--- src/rtl/alu_op_seq_pkg.sv ---
// Shared types and widths for the ALU opcode sequencer.
package alu_op_seq_pkg;

  localparam int unsigned OP_W      = 3;
  localparam int unsigned A_W       = 4;
  localparam int unsigned DEPTH_DEF = 8;

  typedef enum logic [1:0] {
    StIdle,
    StRun,
    StDone
  } state_e;

  typedef struct packed {
    logic [OP_W-1:0] op;
    logic [A_W-1:0]  a;
  } entry_t;

endpackage

--- src/rtl/alu_op_seq_seq_buf.sv ---
// Program storage: DEPTH-entry register file, one write port, one registered read port.
// A write to the address being read in the same cycle is forwarded to the read register.
module seq_buf
  import alu_op_seq_pkg::*;
#(
  parameter int unsigned DEPTH  = DEPTH_DEF,
  parameter int unsigned ADDR_W = (DEPTH > 1) ? $clog2(DEPTH) : 1
) (
  input  logic              clk,
  input  logic              we,
  input  logic [ADDR_W-1:0] waddr,
  input  entry_t            wdata,
  input  logic [ADDR_W-1:0] raddr,
  output entry_t            rdata
);

  entry_t mem [DEPTH];
  entry_t rdata_q;

  // Write port; contents are deliberately not reset.
  always_ff @(posedge clk) begin
    if (we) mem[raddr == waddr ? waddr : waddr] <= wdata;
  end

  // Registered read with write-first forwarding.
  always_ff @(posedge clk) begin
    if (we && (waddr == raddr)) rdata_q <= wdata;
    else                        rdata_q <= mem[raddr];
  end

  assign rdata = rdata_q;

endmodule

--- src/rtl/alu_op_seq.sv ---
// ALU opcode sequencer: loads a small program, then issues it entry by entry over a
// valid/ready handshake. Optional feature macro: ALU_OP_SEQ_LOOP_EN (adds port stop and
// makes RUN loop over the program until stopped).
module alu_op_seq
  import alu_op_seq_pkg::*;
#(
  parameter int unsigned DEPTH = DEPTH_DEF
) (
  input  logic            clk,
  input  logic            reset_n,
  input  logic            load_valid,
  output logic            load_ready,
  input  logic [OP_W-1:0] load_op,
  input  logic [A_W-1:0]  load_a,
  input  logic            clr,
  input  logic            start,
  output logic            issue_valid,
  input  logic            issue_ready,
  output logic [OP_W-1:0] issue_op,
  output logic [A_W-1:0]  issue_a,
  output logic            busy,
  output logic            done,
  output logic            err,
  output logic [4:0]      count
`ifdef ALU_OP_SEQ_LOOP_EN
  ,
  input  logic            stop
`endif
);

  localparam int unsigned PTR_W = (DEPTH > 1) ? $clog2(DEPTH) : 1;
  localparam logic [4:0]  FULL  = 5'(DEPTH);

  state_e           state_q, state_d;
  logic [4:0]       count_q, count_d;
  logic [PTR_W-1:0] ptr_q, ptr_d;
  logic             err_q, err_d;
  logic             load_fire, issue_fire, last;
  logic [4:0]       count_after;
  entry_t           rd_entry;
`ifdef ALU_OP_SEQ_LOOP_EN
  logic             wrap_q, wrap_d;
`endif

  // clr wins over a same-cycle load; a load alongside start counts toward the run.
  assign load_fire   = load_ready & load_valid & ~clr;
  assign count_after = count_q + {4'd0, load_fire};
  assign issue_fire  = (state_q == StRun) & issue_ready;
  assign last        = (5'(ptr_q) == (count_q - 5'd1));

  // State register and counters.
  always_ff @(posedge clk) begin
    if (!reset_n) begin
      state_q <= StIdle;
      count_q <= '0;
      ptr_q   <= '0;
      err_q   <= 1'b0;
`ifdef ALU_OP_SEQ_LOOP_EN
      wrap_q  <= 1'b0;
`endif
    end else begin
      state_q <= state_d;
      count_q <= count_d;
      ptr_q   <= ptr_d;
      err_q   <= err_d;
`ifdef ALU_OP_SEQ_LOOP_EN
      wrap_q  <= wrap_d;
`endif
    end
  end

  // Next-state logic.
  always_comb begin
    state_d = state_q;
    err_d   = 1'b0;
    unique case (state_q)
      StIdle: begin
        if (!clr && start) begin
          if (count_after == 5'd0) err_d   = 1'b1;
          else                     state_d = StRun;
        end
      end
      StRun: begin
`ifdef ALU_OP_SEQ_LOOP_EN
        if (stop) state_d = StDone;
`else
        if (issue_fire && last) state_d = StDone;
`endif
      end
      StDone:  state_d = StIdle;
      default: state_d = StIdle;
    endcase
  end

  // Entry count and issue pointer; the pointer sits at 0 outside RUN so entry 0 is
  // already in the read register when RUN begins.
  always_comb begin
    count_d = count_q;
    ptr_d   = '0;
    if (state_q == StIdle) begin
      if (clr)            count_d = '0;
      else if (load_fire) count_d = count_q + 5'd1;
    end
    if (state_q == StRun) begin
      ptr_d = ptr_q;
      if (issue_fire) ptr_d = last ? '0 : ptr_q + PTR_W'(1);
    end
  end

`ifdef ALU_OP_SEQ_LOOP_EN
  // Wrap marker drives the per-pass done pulse while looping.
  always_comb begin
    wrap_d = issue_fire & last & ~stop;
  end
`endif

  // Moore outputs.
  always_comb begin
    load_ready  = (state_q == StIdle) && (count_q < FULL);
    issue_valid = (state_q == StRun);
    issue_op    = issue_valid ? rd_entry.op : '0;
    issue_a     = issue_valid ? rd_entry.a  : '0;
    busy        = (state_q == StRun) || (state_q == StDone);
    done        = (state_q == StDone);
`ifdef ALU_OP_SEQ_LOOP_EN
    done        = done | wrap_q;
`endif
    err         = err_q;
    count       = count_q;
  end

  seq_buf #(
    .DEPTH  (DEPTH),
    .ADDR_W (PTR_W)
  ) u_buf (
    .clk   (clk),
    .we    (load_fire),
    .waddr (count_q[PTR_W-1:0]),
    .wdata ('{op: load_op, a: load_a}),
    .raddr (ptr_d),
    .rdata (rd_entry)
  );

endmodule

--- config.mk ---
export PLATFORM = sky130hd
export DESIGN_NAME = alu_op_seq
export DESIGN_NICKNAME = d
export VERILOG_FILES = /design/src/rtl/alu_op_seq_pkg.sv /design/src/rtl/alu_op_seq_seq_buf.sv /design/src/rtl/alu_op_seq.sv
export SDC_FILE = /design/constraint.sdc
export NUM_CORES = 1
export LEC_CHECK = 0
export ABC_AREA = 1
export CORE_ASPECT_RATIO = 1.2
export CORE_MARGIN = 5
export CORE_UTILIZATION = 55
export CTS_CLUSTER_DIAMETER = 60
export DETAILED_ROUTE_END_ITERATION = 8
export GPL_TIMING_DRIVEN = 0
export PLACE_DENSITY_LB_ADDON = 0.1
export SLEW_MARGIN = 10
export SYNTH_ARGS = -nofsm -noshare
export SYNTH_HDL_FRONTEND = slang
export SYNTH_SLANG_ARGS = --single-unit
--- constraint.sdc ---
create_clock -name clk -period 3.7 [get_ports clk]
set_clock_uncertainty 0.1 [all_clocks]
set_input_delay 0.555 -clock clk [delete_from_list [all_inputs] [get_ports clk]]
set_output_delay 0.555 -clock clk [all_outputs]
set_load 0.01 [all_outputs]
==> results.py, run 1 <==
metrics = {
    "status": {
        "outcome": "finished, final reports clean",
    },
    "timing": {
        "slew_violations": 0,
        "min_period_over_period": 0.7875,
        "maxSlewHeadroom": 0.2032,
        "max_freq_mhz": 343.2,
        "rsz0062_at_grt": "no",
        "fin_ws_ns": 0.7862,
        "hold_viol_final": 0,
        "holdWs_ns": 0.4131,
        "finalSetupViolations": 0,
        "fin_setup_tns_ns": 0,
        "finalCriticalPeriod_ns": 2.914,
        "worstMarginPinSlew_ns": 1.186,
    },
    "die": {
        "chipWidth_um": 79.30,
        "die_h_um": 93.16,
        "coreArea_um2": 5630,
        "ioPinCount": 30,
        "start_util": 0.5629,
        "dieArea_um2": 7387,
        "row_count": 30,
    },
    "worst_setup_path": {
        "crit_arrival_ns": 2.26,
        "cp.required_ns": 3.04,
        "crit_type": "reg -> out",
        "start_kind": "flop",
        "worstPathMaxFanout": 10,
        "cp-end-kind": "output port",
    },
    "synthesis": {
        "netlist_area_um2": 3169,
        "netlist-cell-type-count": 27,
        "synth_edf_count": 56,
        "syn_inst": 310,
        "yosysTopAreaCell": "edfxtp_1",
        "synthTopCellsByArea": "edfxtp_1, dfxtp_1, nor2_1",
        "syn_nets": 331,
        "ys_ff_latch": 70,
        "synth-async-reset-ratio": 0,
        "synth_most_common_cell": "nor2_1",
        "ys_seq_area_frac": 0.6190,
        "synth-main-ff-cell": "edfxtp_1",
        "synth.cells.most_frequent": "nor2_1, edfxtp_1, nand2_1",
        "avgSynthCellArea_um2": 10.22,
        "synth_top_area_frac": 0.5306,
        "yosys_warnings": 0,
    },
    "clock_tree": {
        "cts_tree": "built",
        "clock-sinks": 70,
        "path_clk_slew_ns": 0.07,
        "clk_latency_ns": 0.33,
        "clk_path_buf_depth": 2,
        "cts_setup_buffers": 0,
        "cts_resized": 0,
        "h-tree-depth": 3,
        "numCtsBuffers": 9,
        "postCtsHoldBufs": 0,
        "cts_root_buf": "clkbuf_8",
    },
    "global_routing": {
        "grt_max_degree": 12,
        "grt_pass1_wl_um": 11050,
        "grt_usage": 0.2016,
        "grt_pass1_vias": 2304,
        "grt-ovfl-total": 0,
        "antenna_found_initial": 0,
    },
    "layout": {
        "antenna_cells": 0,
        "seqCellArea_um2": 1962,
        "areaGrowthSynthToFinish_pct": 17.45,
        "final_core_util": 0.6611,
        "drive_gt1_frac": 0.1099,
        "fin_nets": 371,
        "finalNonFillerCells": 419,
        "multiInputGateArea_um2": 1018,
        "stdcell_area_um2": 3722,
        "fillers": 473,
    },
    "placed_design": {
        "portBuffers": 29,
        "gp_congestion": 0.8685,
        "placed_area_um2": 3540,
        "dp_hpwl_um": 4700,
        "pre_cts_slack_ns": 0.9072,
        "dp_cells": 403,
    },
    "worst_hold_path": {
        "worstHoldPathType": "reg -> reg",
    },
    "pwr": {
        "power.leakage_nw": 1.402,
        "powerDensity_nw_per_um2": 522.7,
        "p_total_mw": 1.946,
        "vdd_drop_max_mv": 0.4416,
    },
    "drt": {
        "avgRoutedWirePerCell_um": 16.21,
        "drt.antenna.violating_nets": 0,
        "postRouteWirelength_um": 6792,
        "dr.pass1.iters": 4,
        "drt_iter0_drc": 156,
        "viasPerCell": 5.411,
        "drcViolationCount": 0,
        "num_vias": 2267,
    },
    "job": {
        "maxCapViolations": 0,
    },
}
[routing by layer]
| metal | track usage | share of wire | up-vias |
|---|---|---|---|
| met1 | 0.2292 | 0.40 | 1057 |
| met5 | 0 | 0 | - |
| li1 | - | - | 1136 |
| met4 | 0.09026 | 0.019 | 0 |
| met2 | 0.3596 | 0.53 | 63 |
| met3 | 0.04335 | 0.049 | 11 |
[report_power, final]
group / switching [mW] / internal [mW]
clock: 0.269 / 0.310
combinational: 0.270 / 0.202
sequential: 0.0155 / 0.879
total: 0.554 / 1.39
[worst max-delay path, stage by stage (launching register included)]
cell             delay (ns)
dfxtp_1                0.33
clkinv_1               0.23
buf_2                  0.29
nor2_1                 0.11
o21ai_0                0.09
o21ai_0                0.26
a31oi_1                0.10
clkdlybuf4s50_1        0.52
[cells in the final DEF (no fill, tap or decap)]
cell / count
clkinvlp_4: 1
buf_4: 3
nand3_1: 10
a31oi_1: 7
nand2_1: 46
clkinv_1: 1
nor4_1: 1
a21oi_2: 1
inv_1: 20
nor2_2: 3
nor3_4: 1
bufinv_16: 1
ha_1: 8
xor2_1: 2
edfxtp_1: 56
a21oi_1: 5
o21ai_0: 42
clkbuf_1: 5
mux2i_1: 1
nor2_4: 2
dfxtp_1: 14
clkbuf_8: 9
inv_2: 4
buf_6: 4
buf_2: 4
nor2_1: 59
nor3_1: 8
clkdlybuf4s50_1: 29
nand2_4: 2
clkinv_2: 2
nand3_2: 2
nand4_1: 2
[path summary, 6_finish.rpt]
path                      to  slack (ns)        from  depth (start not counted)
max reg2reg  u_buf.mem[1][6]        1.08  state_q[1]                          8
min reg2reg       state_q[0]        0.41  state_q[0]                          2
min               state_q[0]        0.41  state_q[0]                          2
max              issue_op[2]        0.79        flop                          7
[flip-flops by register name, indices dropped and copies added, names as in the netlist, named ones only]
signal,cells
u_buf.mem,56
count,5
ptr_q,3
state_q,2
err,1
[layout make-up]
type                       instances  area share
buffer                            13     0.02555
clock buffer                      12     0.03630
clock inverter                     4     0.01277
inverter                          25     0.02521
multi-input combinational        202      0.2736
sequential                        70      0.5271
tap                               64     0.02151
timing repair buffer              29     0.07798
[cells by family after synthesis]
logic type      count (synthesis)  share of synthesized area
mux                             1                   0.003158
xor+xnor                        2                   0.005528
flops                          70                     0.6190
compound gates                 55                    0.09080
simple gates                  136                     0.1903
fa+ha+maj                       8                    0.03158
buf+inv                        38                    0.05961
No activity file was read; power rests on OpenSTA's default activity.
==> inputs of run 2 (changes only) <==
==> constraint.sdc (replaced) <==
create_clock -name clk -period 2.8 [get_ports clk]
set_clock_uncertainty 0.1 [all_clocks]
set_input_delay 0.42 -clock clk [delete_from_list [all_inputs] [get_ports clk]]
set_output_delay 0.42 -clock clk [all_outputs]
set_load 0.01 [all_outputs]
==> run 2 against run 1 <==
Compared with the run above:
- non-clock buffer count is the same
- worst setup slack got worse by 0.69 ns
- worst hold slack better by 0.00085 ns
- routed wire length about the same
- critical path type unchanged
- largest cell class unchanged
==> results.py, run 2 (synthesis results as in run 1) <==
metrics = {
    "timing": {
        "min_period_over_period": 0.9641,
        "finalSetupViolations": 0,
        "fin_setup_tns_ns": 0,
        "rsz0062_at_grt": "no",
        "maxSlewHeadroom": 0.2777,
        "max_freq_mhz": 370.4,
        "hold_viol_final": 0,
        "worstMarginPinSlew_ns": 1.075,
        "fin_ws_ns": 0.1004,
        "slew_violations": 0,
        "finalCriticalPeriod_ns": 2.700,
    },
    "clock_tree": {
        "cts_setup_buffers": 0,
        "clock-sinks": 70,
        "clk_path_buf_depth": 2,
        "postCtsHoldBufs": 0,
        "numCtsBuffers": 9,
        "path_clk_slew_ns": 0.07,
        "clk_latency_ns": 0.34,
        "cts_root_buf": "clkbuf_8",
        "cts_tree": "built",
        "h-tree-depth": 3,
    },
    "worst_setup_path": {
        "worstPathMaxFanout": 10,
        "ff2ff_setup_slack_ns": 0.26,
        "path_cells": "buf_4, buf_4, o21ai_0, o21ai_0, o21ai_0, a31oi_1, clkdlybuf4s50_1",
        "cp.required_ns": 2.28,
        "cp_num_buf_inv": 3,
        "crit_top_cell": "o21ai_0",
        "max_stage_delay_ns": 0.55,
        "crit_arrival_ns": 2.18,
        "start_kind": "flop",
        "crit_type": "reg -> out",
        "slowest_stage": "clkdlybuf4s50_1",
        "path_delay_family": "buffers and inverters",
        "cp-end-kind": "output port",
    },
    "drt": {
        "dr.pass1.iters": 4,
        "postRouteWirelength_um": 6791,
        "viasPerCell": 5.506,
        "num_vias": 2307,
        "drcViolationCount": 0,
        "drt.antenna.violating_nets": 0,
        "avgRoutedWirePerCell_um": 16.21,
        "drt_iter0_drc": 171,
    },
    "pwr": {
        "powerDensity_nw_per_um2": 687.2,
        "power.leakage_nw": 1.458,
        "vdd_drop_max_mv": 0.5969,
        "p_total_mw": 2.576,
    },
    "placed_design": {
        "dp_cells": 403,
        "portBuffers": 29,
        "pre_cts_slack_ns": 0.1422,
        "dp_hpwl_um": 4700,
        "placed_area_um2": 3540,
        "gp_congestion": 0.8685,
    },
    "global_routing": {
        "antenna_found_initial": 0,
        "grt_pass1_vias": 2304,
        "grt_usage": 0.2016,
        "grt_pass1_wl_um": 11050,
        "grt_max_degree": 12,
        "grt-ovfl-total": 0,
    },
    "layout": {
        "areaGrowthSynthToFinish_pct": 18.28,
        "regMostFlops": "u_buf.mem",
        "final_common_cell": "nor2_1",
        "fillers": 472,
        "layout_common_cells": "nor2_1, edfxtp_1, nand2_1",
        "finalNonFillerCells": 419,
        "multiInputGateArea_um2": 1031,
        "fin_nets": 371,
        "largest_reg_flops": 56,
        "stdcell_area_um2": 3749,
        "seqCellArea_um2": 1962,
        "antenna_cells": 0,
        "drive_gt1_frac": 0.1211,
    },
    "status": {
        "outcome": "finished, final reports clean",
    },
    "job": {
        "maxCapViolations": 0,
    },
    "die": {
        "row_count": 30,
        "ioPinCount": 30,
        "dieArea_um2": 7387,
        "chipWidth_um": 79.30,
        "coreArea_um2": 5630,
        "die_h_um": 93.16,
        "start_util": 0.5629,
    },
    "worst_hold_path": {
        "worstHoldPathType": "reg -> reg",
    },
}
-- run 2: report_power, final --
part | switching, mW | total (mW) | internal (mW)
Combinational | 0.356 | 0.624 | 0.268
Clock | 0.360 | 0.769 | 0.409
Sequential | 0.0201 | 1.18 | 1.16
Total | 0.737 | 2.58 | 1.84
-- run 2: final timing paths --
check              from              end  cells past startpoint
max reg2reg  state_q[1]  u_buf.mem[4][0]                      8
min reg2reg  state_q[0]       state_q[0]                      2
max                flop       issue_a[1]                      7
min          state_q[0]       state_q[0]                      2
-- run 2: worst min-delay path, cell delays in order, from the launching register on --
cell and delay (ns):
dfxtp_1 0.35, a21oi_1 0.05, nor2_1 0.08
-- run 2: through the flow --
step | hold WS, ns | util
6_report | 0.4139 | 0.6658
5_1_grt | 0.4587 | 0.6658
4_1_cts | 0.4260 | 0.6613
3_5_place_dp | 0.4091 | 0.6287
3_3_place_gp | 0.3935 | 0.6287
2_1_floorplan | 0.3649 | -
-- run 2: timing repair --
action,in CTS,in global routing
endpoints found under the setup margin,1,34
hold endpoints to repair,0,0
resized for setup,1,8
-- run 2: area by class of cell --
class / instances / area share
flip-flops and latches: 70 / 0.5234
multi-input cells: 202 / 0.2750
repair buffers: 29 / 0.07944
clock buffers: 12 / 0.03605
plain buffers: 13 / 0.02670
inverters: 25 / 0.02537
well taps: 64 / 0.02136
clock inverters: 4 / 0.01268
-- run 2: routing by layer --
layer / global-route usage / vias to the layer above / part of all wire
met4: 0.09026 / 0 / 0.026
li1: - / 1136 / -
met5: 0 / - / 0
met2: 0.3596 / 73 / 0.52
met1: 0.2292 / 1082 / 0.40
met3: 0.04335 / 16 / 0.051
==> inputs of run 3 (changes only) <==
==> constraint.sdc (replaced) <==
create_clock -name clk -period 2.8 [get_ports clk]
set_clock_uncertainty 0.1 [all_clocks]
set_input_delay 0.42 -clock clk [delete_from_list [all_inputs] [get_ports clk]]
set_output_delay 0.42 -clock clk [all_outputs]
set_load 0.1 [all_outputs]
==> run 3 against run 2 <==
Compared with the run above:
- critical path type unchanged
- combinational power is 75% higher
- highest routed layer unchanged
- largest power group unchanged
- first-iteration DRC count rose by 12%
- worst hold slack improved by 0.0036 ns
==> results.py, run 3 (synthesis results as in run 1) <==
metrics = {
    "placed_design": {
        "portBuffers": 29,
        "dp_hpwl_um": 4624,
        "gp_congestion": 0.8387,
        "pre_cts_slack_ns": -0.2690,
    },
    "clock_tree": {
        "clock-sinks": 70,
        "path_clk_slew_ns": 0.07,
        "cts_resized": 25,
        "clk_path_buf_depth": 2,
        "numCtsBuffers": 9,
        "cts_root_buf": "clkbuf_8",
        "cts_setup_buffers": 0,
        "h-tree-depth": 3,
        "clk_latency_ns": 0.33,
        "cts_tree": "built",
        "postCtsHoldBufs": 0,
    },
    "layout": {
        "fin_nets": 371,
        "final_core_util": 0.6693,
        "antenna_cells": 0,
        "fillers": 456,
        "regMostFlops": "u_buf.mem",
        "drive_gt1_frac": 0.1746,
        "multiInputGateArea_um2": 1090,
        "areaGrowthSynthToFinish_pct": 18.91,
        "largest_reg_flops": 56,
        "layout_common_cells": "nor2_1, edfxtp_1, nand2_1",
        "final_common_cell": "nor2_1",
        "seqCellArea_um2": 1964,
    },
    "timing": {
        "fin_ws_ns": 0.09527,
        "finalSetupViolations": 0,
        "slew_violations": 0,
        "max_freq_mhz": 369.7,
        "holdWs_ns": 0.4175,
        "min_period_over_period": 0.9660,
        "finalCriticalPeriod_ns": 2.705,
        "maxSlewHeadroom": 0.3508,
        "worstMarginPinSlew_ns": 0.9708,
        "hold_viol_final": 0,
        "rsz0062_at_grt": "no",
    },
    "drt": {
        "drcViolationCount": 0,
        "wl_met2_um": 3470,
        "drt.antenna.violating_nets": 0,
        "postRouteWirelength_um": 6478,
        "met1Wirelength_um": 2543,
        "viasPerCell": 5.470,
        "num_vias": 2292,
        "avgRoutedWirePerCell_um": 15.46,
        "drt_iter0_drc": 191,
        "wl_met3_um": 259,
        "dr.pass1.iters": 4,
        "highest_layer": "met4",
    },
    "pwr": {
        "switching_share": 0.3961,
        "p_seq_frac": 0.394,
        "powerDensity_nw_per_um2": 796.8,
        "p_total_mw": 3.003,
        "clockPowerShare": 0.244,
        "vdd_drop_max_mv": 0.8803,
        "power.leakage_nw": 1.427,
        "p_int_mw": 1.813,
        "comb_power_share": 0.362,
        "power.switching_mw": 1.190,
    },
    "worst_setup_path": {
        "cp-end-kind": "output port",
        "crit_arrival_ns": 2.18,
        "cp.required_ns": 2.28,
        "crit_type": "reg -> out",
        "worstPathMaxFanout": 3,
        "start_kind": "flop",
    },
    "die": {
        "row_count": 30,
        "dieArea_um2": 7387,
        "coreArea_um2": 5630,
        "chipWidth_um": 79.30,
        "die_h_um": 93.16,
        "ioPinCount": 30,
        "start_util": 0.5629,
    },
    "status": {
        "outcome": "finished, final reports clean",
    },
    "worst_hold_path": {
        "worstHoldPathType": "reg -> reg",
    },
    "global_routing": {
        "grt_pass1_vias": 2196,
        "grt_pass1_wl_um": 10420,
        "grt-ovfl-total": 0,
        "antenna_found_initial": 0,
        "grt_max_degree": 12,
        "grt_usage": 0.1903,
    },
    "job": {
        "maxCapViolations": 0,
    },
}
==> run 3: cell count changes in the layout (fill, tap and decap cells not counted), sizes merged <==
cell	previous run	this run
clkinv	3	2
clkbuf	16	18
dlygate4sd2	0	1
dlymetal6s2s	3	0
buf	9	16
clkinvlp	1	0
bufinv	1	0
clkdlybuf4s50	26	21
clkdlybuf4s15	0	1
==> run 3: worst max-delay path, stage by stage (launching register included) <==
cell             delay (ns)
dfxtp_1                0.35
inv_1                  0.08
ha_2                   0.30
clkdlybuf4s50_1        1.12
==> run 3: power groups by stage <==
| stage | Sequential, mW | Combinational (mW) | Clock [mW] |
|---|---|---|---|
| floorplan | 1.23 | 0.851 | 0 |
| global placement | 1.20 | 1.11 | 0 |
| detailed placement | 1.21 | 1.12 | 0 |
| CTS | 1.18 | 1.10 | 0.745 |
| global route | 1.19 | 1.17 | 0.794 |
| finish | 1.18 | 1.09 | 0.732 |
==> run 3: metal layers <==
metal | vias up | track usage
met2 | 71 | 0.3441
met5 | - | 0
met1 | 1069 | 0.2083
met3 | 17 | 0.03661
li1 | 1135 | -
met4 | 0 | 0.1003
==> run 3: cell type report <==
cell class                      count  share of cell area
Clock inverter                      1            0.001328
Timing Repair Buffer               29             0.06972
Tap cell                           64             0.02125
Clock buffer                       15             0.04681
Buffer                             13             0.02556
Multi-Input combinational cell    202              0.2892
Inverter                           25             0.02490
Sequential cell                    70              0.5212
==> run 3: final timing paths <==
check        startpoint         end  slack, ns  depth (start not counted)
max          state_q[0]        busy        0.1                          3
min            count[4]    count[4]       0.42                          2
max reg2reg  state_q[1]  state_q[0]       0.27                         16
min reg2reg    count[4]    count[4]       0.42                          2
==> run 3: metrics by stage <==
step / area, um2 / TNS (ns) / std cells
detailed placement: 3611 / -1.284 / 403
finish: 3769 / 0 / 419
floorplan: 3241 / -2.362 / 310
global placement: 3611 / -1.153 / 403
global route: 3769 / 0 / 419
CTS: 3795 / 0 / 419
